**src/rtl/bg_ctl_pkg.sv**
```systemverilog
// Shared types and constants for the background frame controller.
// Address map, FSM encoding, colour type and default colours.
package bg_ctl_pkg;

  typedef logic [11:0] rgb_t;

  localparam logic [2:0] ADDR_FILL      = 3'd0;
  localparam logic [2:0] ADDR_TOP       = 3'd1;
  localparam logic [2:0] ADDR_BOT       = 3'd2;
  localparam logic [2:0] ADDR_LEFT      = 3'd3;
  localparam logic [2:0] ADDR_RIGHT     = 3'd4;
  localparam logic [2:0] ADDR_FLASH_RGB = 3'd5;
  localparam logic [2:0] ADDR_FLASH_PER = 3'd6;
  localparam logic [2:0] ADDR_COMMIT    = 3'd7;

  typedef enum logic [1:0] {
    IDLE   = 2'd0,
    ARMED  = 2'd1,
    COMMIT = 2'd2
  } state_t;

  localparam rgb_t DEF_FILL  = 12'hE8E;
  localparam rgb_t DEF_TOP   = 12'hFF0;
  localparam rgb_t DEF_BOT   = 12'hF00;
  localparam rgb_t DEF_LEFT  = 12'h0F0;
  localparam rgb_t DEF_RIGHT = 12'h00F;
  localparam rgb_t DEF_FLASH = 12'h000;

  typedef struct packed {
    rgb_t fill;
    rgb_t top;
    rgb_t bot;
    rgb_t left;
    rgb_t right;
  } colours_t;

endpackage

```
**src/rtl/bg_flash_seq.sv**
```systemverilog
// Fill-colour flash sequencer: counts vblank rises and toggles between the
// base fill and the flash colour every 'period' frames (period 0 = off).
module bg_flash_seq
  import bg_ctl_pkg::*;
(
  input  logic        pclk,
  input  logic        rst,
  input  logic        vb_rise,
  input  logic        clear,
  input  logic [7:0]  period,
  input  logic [11:0] flash_rgb,
  input  logic [11:0] base_rgb,
  output logic [11:0] fill_rgb
);

  logic [7:0] sub_cnt;
  logic       flash_phase;

  // A commit restarts the flash cadence from the base colour.
  always_ff @(posedge pclk or posedge rst) begin
    if (rst) begin
      sub_cnt     <= 8'd0;
      flash_phase <= 1'b0;
    end else if (clear) begin
      sub_cnt     <= 8'd0;
      flash_phase <= 1'b0;
    end else if (vb_rise && (period != 8'd0)) begin
      if (sub_cnt + 8'd1 == period) begin
        sub_cnt     <= 8'd0;
        flash_phase <= ~flash_phase;
      end else begin
        sub_cnt <= sub_cnt + 8'd1;
      end
    end
  end

  assign fill_rgb = flash_phase ? flash_rgb : base_rgb;

endmodule

```
**src/rtl/bg_frame_ctl.sv**
```systemverilog
// Frame-synchronous background colour controller: shadow writes are committed
// atomically at vblank start. Optional fill flashing via macro BG_FLASH_EN.
module bg_frame_ctl
  import bg_ctl_pkg::*;
#(
  parameter int          FRAME_W   = 16,
  parameter logic [11:0] FILL_DEF  = DEF_FILL,
  parameter logic [11:0] TOP_DEF   = DEF_TOP,
  parameter logic [11:0] BOT_DEF   = DEF_BOT,
  parameter logic [11:0] LEFT_DEF  = DEF_LEFT,
  parameter logic [11:0] RIGHT_DEF = DEF_RIGHT
) (
  input  logic               pclk,
  input  logic               rst,
  input  logic               vblnk_in,
  input  logic               cfg_valid,
  output logic               cfg_ready,
  input  logic [2:0]         cfg_addr,
  input  logic [11:0]        cfg_data,
  output logic [11:0]        fill_rgb,
  output logic [11:0]        top_rgb,
  output logic [11:0]        bot_rgb,
  output logic [11:0]        left_rgb,
  output logic [11:0]        right_rgb,
  output logic               commit_pulse,
  output logic [FRAME_W-1:0] frame_cnt
);

  localparam colours_t RST_COLOURS = '{FILL_DEF, TOP_DEF, BOT_DEF, LEFT_DEF, RIGHT_DEF};

  state_t   state, state_nxt;
  logic     vblnk_d;
  logic     vb_rise;
  logic     accept;
  colours_t shadow, active;

  assign vb_rise   = vblnk_in & ~vblnk_d;
  assign cfg_ready = (state != COMMIT);
  assign accept    = cfg_valid & cfg_ready;

  always_ff @(posedge pclk or posedge rst) begin
    if (rst) begin
      state        <= IDLE;
      vblnk_d      <= 1'b0;
      frame_cnt    <= '0;
      commit_pulse <= 1'b0;
    end else begin
      state        <= state_nxt;
      vblnk_d      <= vblnk_in;
      commit_pulse <= (state == COMMIT);
      if (vb_rise) frame_cnt <= frame_cnt + FRAME_W'(1);
    end
  end

  // Commit requests in ARMED are absorbed; the commit itself lasts one cycle.
  always_comb begin
    state_nxt = state;
    unique case (state)
      IDLE:    if (accept && (cfg_addr == ADDR_COMMIT)) state_nxt = ARMED;
      ARMED:   if (vb_rise) state_nxt = COMMIT;
      COMMIT:  state_nxt = IDLE;
      default: state_nxt = IDLE;
    endcase
  end

  always_ff @(posedge pclk or posedge rst) begin
    if (rst) begin
      shadow <= RST_COLOURS;
    end else if (accept) begin
      case (cfg_addr)
        ADDR_FILL:  shadow.fill  <= cfg_data;
        ADDR_TOP:   shadow.top   <= cfg_data;
        ADDR_BOT:   shadow.bot   <= cfg_data;
        ADDR_LEFT:  shadow.left  <= cfg_data;
        ADDR_RIGHT: shadow.right <= cfg_data;
        default:    ;
      endcase
    end
  end

  always_ff @(posedge pclk or posedge rst) begin
    if (rst) active <= RST_COLOURS;
    else if (state == COMMIT) active <= shadow;
  end

  assign top_rgb   = active.top;
  assign bot_rgb   = active.bot;
  assign left_rgb  = active.left;
  assign right_rgb = active.right;

`ifdef BG_FLASH_EN
  rgb_t       flash_sh, flash_act;
  logic [7:0] period_sh, period_act;

  // Flash settings follow the same shadow/commit path as the colours.
  always_ff @(posedge pclk or posedge rst) begin
    if (rst) begin
      flash_sh   <= DEF_FLASH;
      flash_act  <= DEF_FLASH;
      period_sh  <= 8'd0;
      period_act <= 8'd0;
    end else begin
      if (accept && (cfg_addr == ADDR_FLASH_RGB)) flash_sh  <= cfg_data;
      if (accept && (cfg_addr == ADDR_FLASH_PER)) period_sh <= cfg_data[7:0];
      if (state == COMMIT) begin
        flash_act  <= flash_sh;
        period_act <= period_sh;
      end
    end
  end

  bg_flash_seq u_flash (
    .pclk      (pclk),
    .rst       (rst),
    .vb_rise   (vb_rise),
    .clear     (state == COMMIT),
    .period    (period_act),
    .flash_rgb (flash_act),
    .base_rgb  (active.fill),
    .fill_rgb  (fill_rgb)
  );
`else
  assign fill_rgb = active.fill;
`endif

endmodule

```
**config.mk**
```make
export PLATFORM = sky130hd
export DESIGN_NAME = bg_frame_ctl
export DESIGN_NICKNAME = d
export VERILOG_FILES = /design/src/rtl/bg_ctl_pkg.sv /design/src/rtl/bg_flash_seq.sv /design/src/rtl/bg_frame_ctl.sv
export SDC_FILE = /design/constraint.sdc
export NUM_CORES = 1
export LEC_CHECK = 0
export ABC_AREA = 1
export ABC_CLOCK_PERIOD_IN_PS = 9700
export CAP_MARGIN = 5
export CELL_PAD_IN_SITES_DETAIL_PLACEMENT = 1
export CELL_PAD_IN_SITES_GLOBAL_PLACEMENT = 2
export CORE_UTILIZATION = 35
export DETAILED_ROUTE_END_ITERATION = 16
export HOLD_SLACK_MARGIN = 0.05
export PLACE_DENSITY = 0.83
export REMOVE_ABC_BUFFERS = 1
export SLEW_MARGIN = 20
export SYNTH_ARGS = -nofsm -noshare
export SYNTH_HDL_FRONTEND = slang
export SYNTH_SLANG_ARGS = --single-unit
export TNS_END_PERCENT = 10
```
**constraint.sdc**
```tcl
create_clock -name pclk -period 9.7 [get_ports pclk]
set_clock_uncertainty 0.1 [all_clocks]
set_input_delay 1.455 -clock pclk [delete_from_list [all_inputs] [get_ports pclk]]
set_output_delay 1.455 -clock pclk [all_outputs]
set_load 0.005 [all_outputs]
```
==> results.sh <==
export IMPL_yosysMostFrequentCell="nand2_1"
export IMPL_place_inst=841
export IMPL_postCtsSetupBuffers=0
export IMPL_fillers=1720
export IMPL_slew_viol_final=0
export IMPL_grt_first_pass_wirelength_um=22500
export IMPL_rsz0062_at_grt="false"
export IMPL_final_cells=873
export IMPL_cp_required_ns=8.15
export IMPL_netlist_top_cells_count="nand2_1, dfrtp_1, dfstp_2, o21ai_1, inv_1"
export IMPL_criticalPathCategory="reg -> out"
export IMPL_startpoint_type="flop"
export IMPL_rows=45
export IMPL_hold_viol=0
export IMPL_synth_fa_ha_area_share_pct=0.229
export IMPL_min_path_type="reg -> reg"
export IMPL_crit_path_end_kind="output pin"
export IMPL_route_detailed_drc=0
export IMPL_synth_top_family_by_area="simple AND/OR/NAND/NOR gates"
export IMPL_ys_seq_area_share_pct=65.3
export IMPL_synthArstFlopShare_pct=100
export IMPL_postSynthCellCount=576
export IMPL_root_buffer="clkbuf_16"
export IMPL_hpwl_um=8330
export IMPL_die_w_um=127
export IMPL_place_port_buffers=96
export IMPL_whs_path_depth=2
export IMPL_yosys_top_cells_area="dfrtp_1, dfstp_2, nand2_1"
export IMPL_synthFlopType="dfrtp_1"
export IMPL_finalCriticalPeriod_ns=3.72
export IMPL_ys_warn_count=0
export IMPL_reg2regPathDepth=6
export IMPL_regArea_um2=3570
export IMPL_outcome="complete, no violations"
export IMPL_die_y_um=127
export IMPL_setup_tns_ns=0
export IMPL_maxSlewHeadroom_pct=51.1
export IMPL_viasPerCell=4.69
export IMPL_hold_buffers=0
export IMPL_synthToLayoutAreaGrowth_pct=31.2
export IMPL_start_util_pct=36.0
export IMPL_yosysTopAreaCellShare_pct=39.4
export IMPL_drt_iter0_drc=225
export IMPL_cts_buffers=17
export IMPL_grt_overflow=0
export IMPL_synthXorXnorAreaFrac_pct=1.92
export IMPL_fmax_mhz=269
export IMPL_clk_pin_slew_ns=0.05
export IMPL_antenna_cells=0
export IMPL_cts_tree="built"
export IMPL_postSynthAreaPerCell_um2=9.49
export IMPL_synth_mux_area_fraction_pct=0
export IMPL_antenna_left=0
export IMPL_period_share_pct=38.3
export IMPL_max_cap_violations=0
export IMPL_routed_wl_um=13300
export IMPL_postCtsResizedCells=0
export IMPL_synth_edf_count=0
export IMPL_io_pins=97
export IMPL_grt_usage_pct=18.2
export IMPL_yosysTopAreaCell="dfrtp_1"
export IMPL_globalplace_congestion=0.777
export IMPL_crit_fanout=61
export IMPL_die_area_um2=16100
export IMPL_core_um2=15200
export IMPL_clock_path_buffers=2
export IMPL_insertion_delay_ns=0.42
export IMPL_p_leak_uw=0.00341
export IMPL_peakVddDrop_uv=144
export IMPL_ys_types=24
export IMPL_multi_input_area_um2=1660
export IMPL_synth_compound_area_share_pct=5.65
export IMPL_num_vias=4096
export IMPL_cts_sinks=140
export IMPL_worstMarginPinSlew_ns=0.733
export IMPL_ys_ff_latch=140
export IMPL_dr_pass1_iters=4
export IMPL_synth_area_um2=5470
export IMPL_p_per_area_nw_per_um2=272
export IMPL_critPathArrivalTime_ns=2.16
export IMPL_grt_pass1_vias=4374
export IMPL_antenna_found_initial=0
export IMPL_fin_nets=692
export IMPL_yosys_area_share_simple_pct=22.6
export IMPL_htree_levels=4
export IMPL_finalSetupViolations=0
export IMPL_grt_max_degree=82
export IMPL_wl_per_cell_um=15.2
export IMPL_drive_above_1_share_pct=14.3
[logic make-up (layout without fill, tap and decap cells)]
| family | count (synthesis) | count (layout) |
|---|---|---|
| compound gates | 61 | 61 |
| xor+xnor | 12 | 12 |
| fa+ha+maj | 1 | 1 |
| buf+inv | 57 | 166 |
| flops | 140 | 140 |
| simple gates | 305 | 305 |
[registers in the layout (all words and copies together), names as in the netlist, 2 cells and up]
| name | count |
|---|---|
| bot_rgb | 12 |
| fill_rgb | 12 |
| frame_cnt | 16 |
| left_rgb | 12 |
| right_rgb | 12 |
| shadow | 60 |
| state | 2 |
| top_rgb | 12 |
[metal layers]
metal  part of all wire [%]  GRT usage (%)
met1                     45           22.8
met5                      0              0
met4                    1.2           5.67
met2                     48           30.0
met3                    5.3           5.99
[layout by cell type (no fill, tap or decap), drive strengths merged]
master	n
inv	35
nor2	13
xnor2	7
nand4	7
clkbuf	25
clkinvlp	1
nand3	7
o41ai	1
xor2	5
nand2	273
buf	3
clkinv	4
ha	1
bufinv	2
clkdlybuf4s50	96
o21ai	60
dfstp	54
dfrtp	86
nor3	5
[per-stage QoR]
| stage | cell area [um^2] | util, % | power [uW] | hold WS [ns] | setup slack (ns) |
|---|---|---|---|---|---|
| floorplan | 5370 | - | 1030 | 0.348 | 4.48 |
| global placement | 6590 | 43.3 | 1310 | 0.352 | 6.21 |
| detailed placement | 6590 | 43.3 | 1330 | 0.357 | 6.16 |
| CTS | 7170 | 47.2 | 1980 | 0.366 | 5.92 |
| global route | 7180 | 47.2 | 2070 | 0.373 | 5.84 |
| finish | 7180 | 47.2 | 1950 | 0.363 | 5.98 |
[worst max-delay path, stage by stage, from the launching register on]
cell and delay (ns):
dfrtp_1 0.39, inv_2 0.10, nor2_4 0.04, inv_2 0.04
buf_4 0.52, clkdlybuf4s50_1 0.62
[final cells by class]
class | instances | share of cell area [%]
multi-input cells | 379 | 23.2
well taps | 188 | 3.28
inverters | 35 | 1.90
repair buffers | 99 | 13.8
clock inverters | 7 | 1.22
flip-flops and latches | 140 | 49.8
clock buffers | 25 | 6.90
[final timing paths]
path | end | slack, ns | start
setup / recovery | cfg_ready | 5.98 | state[1]$_DFFE_PP0P_
setup reg to reg | shadow[15]$_DFFE_PP0P_ | 7.49 | state[0]$_DFFE_PP0P_
max in group asynchronous | shadow[11]$_DFFE_PP0P_ | 7.01 | rst
min in group asynchronous | shadow[20]$_DFFE_PP0P_ | 1.36 | rst
hold / removal | bot_rgb[9]$_DFFE_PP1P_ | 0.36 | bot_rgb[9]$_DFFE_PP1P_
hold reg to reg | bot_rgb[9]$_DFFE_PP1P_ | 0.36 | bot_rgb[9]$_DFFE_PP1P_
[where the power goes]
group	switching, uW	internal [uW]
logic	170	255
registers	99.8	788
clock network	233	404
Power figures use the tool's default switching activity.
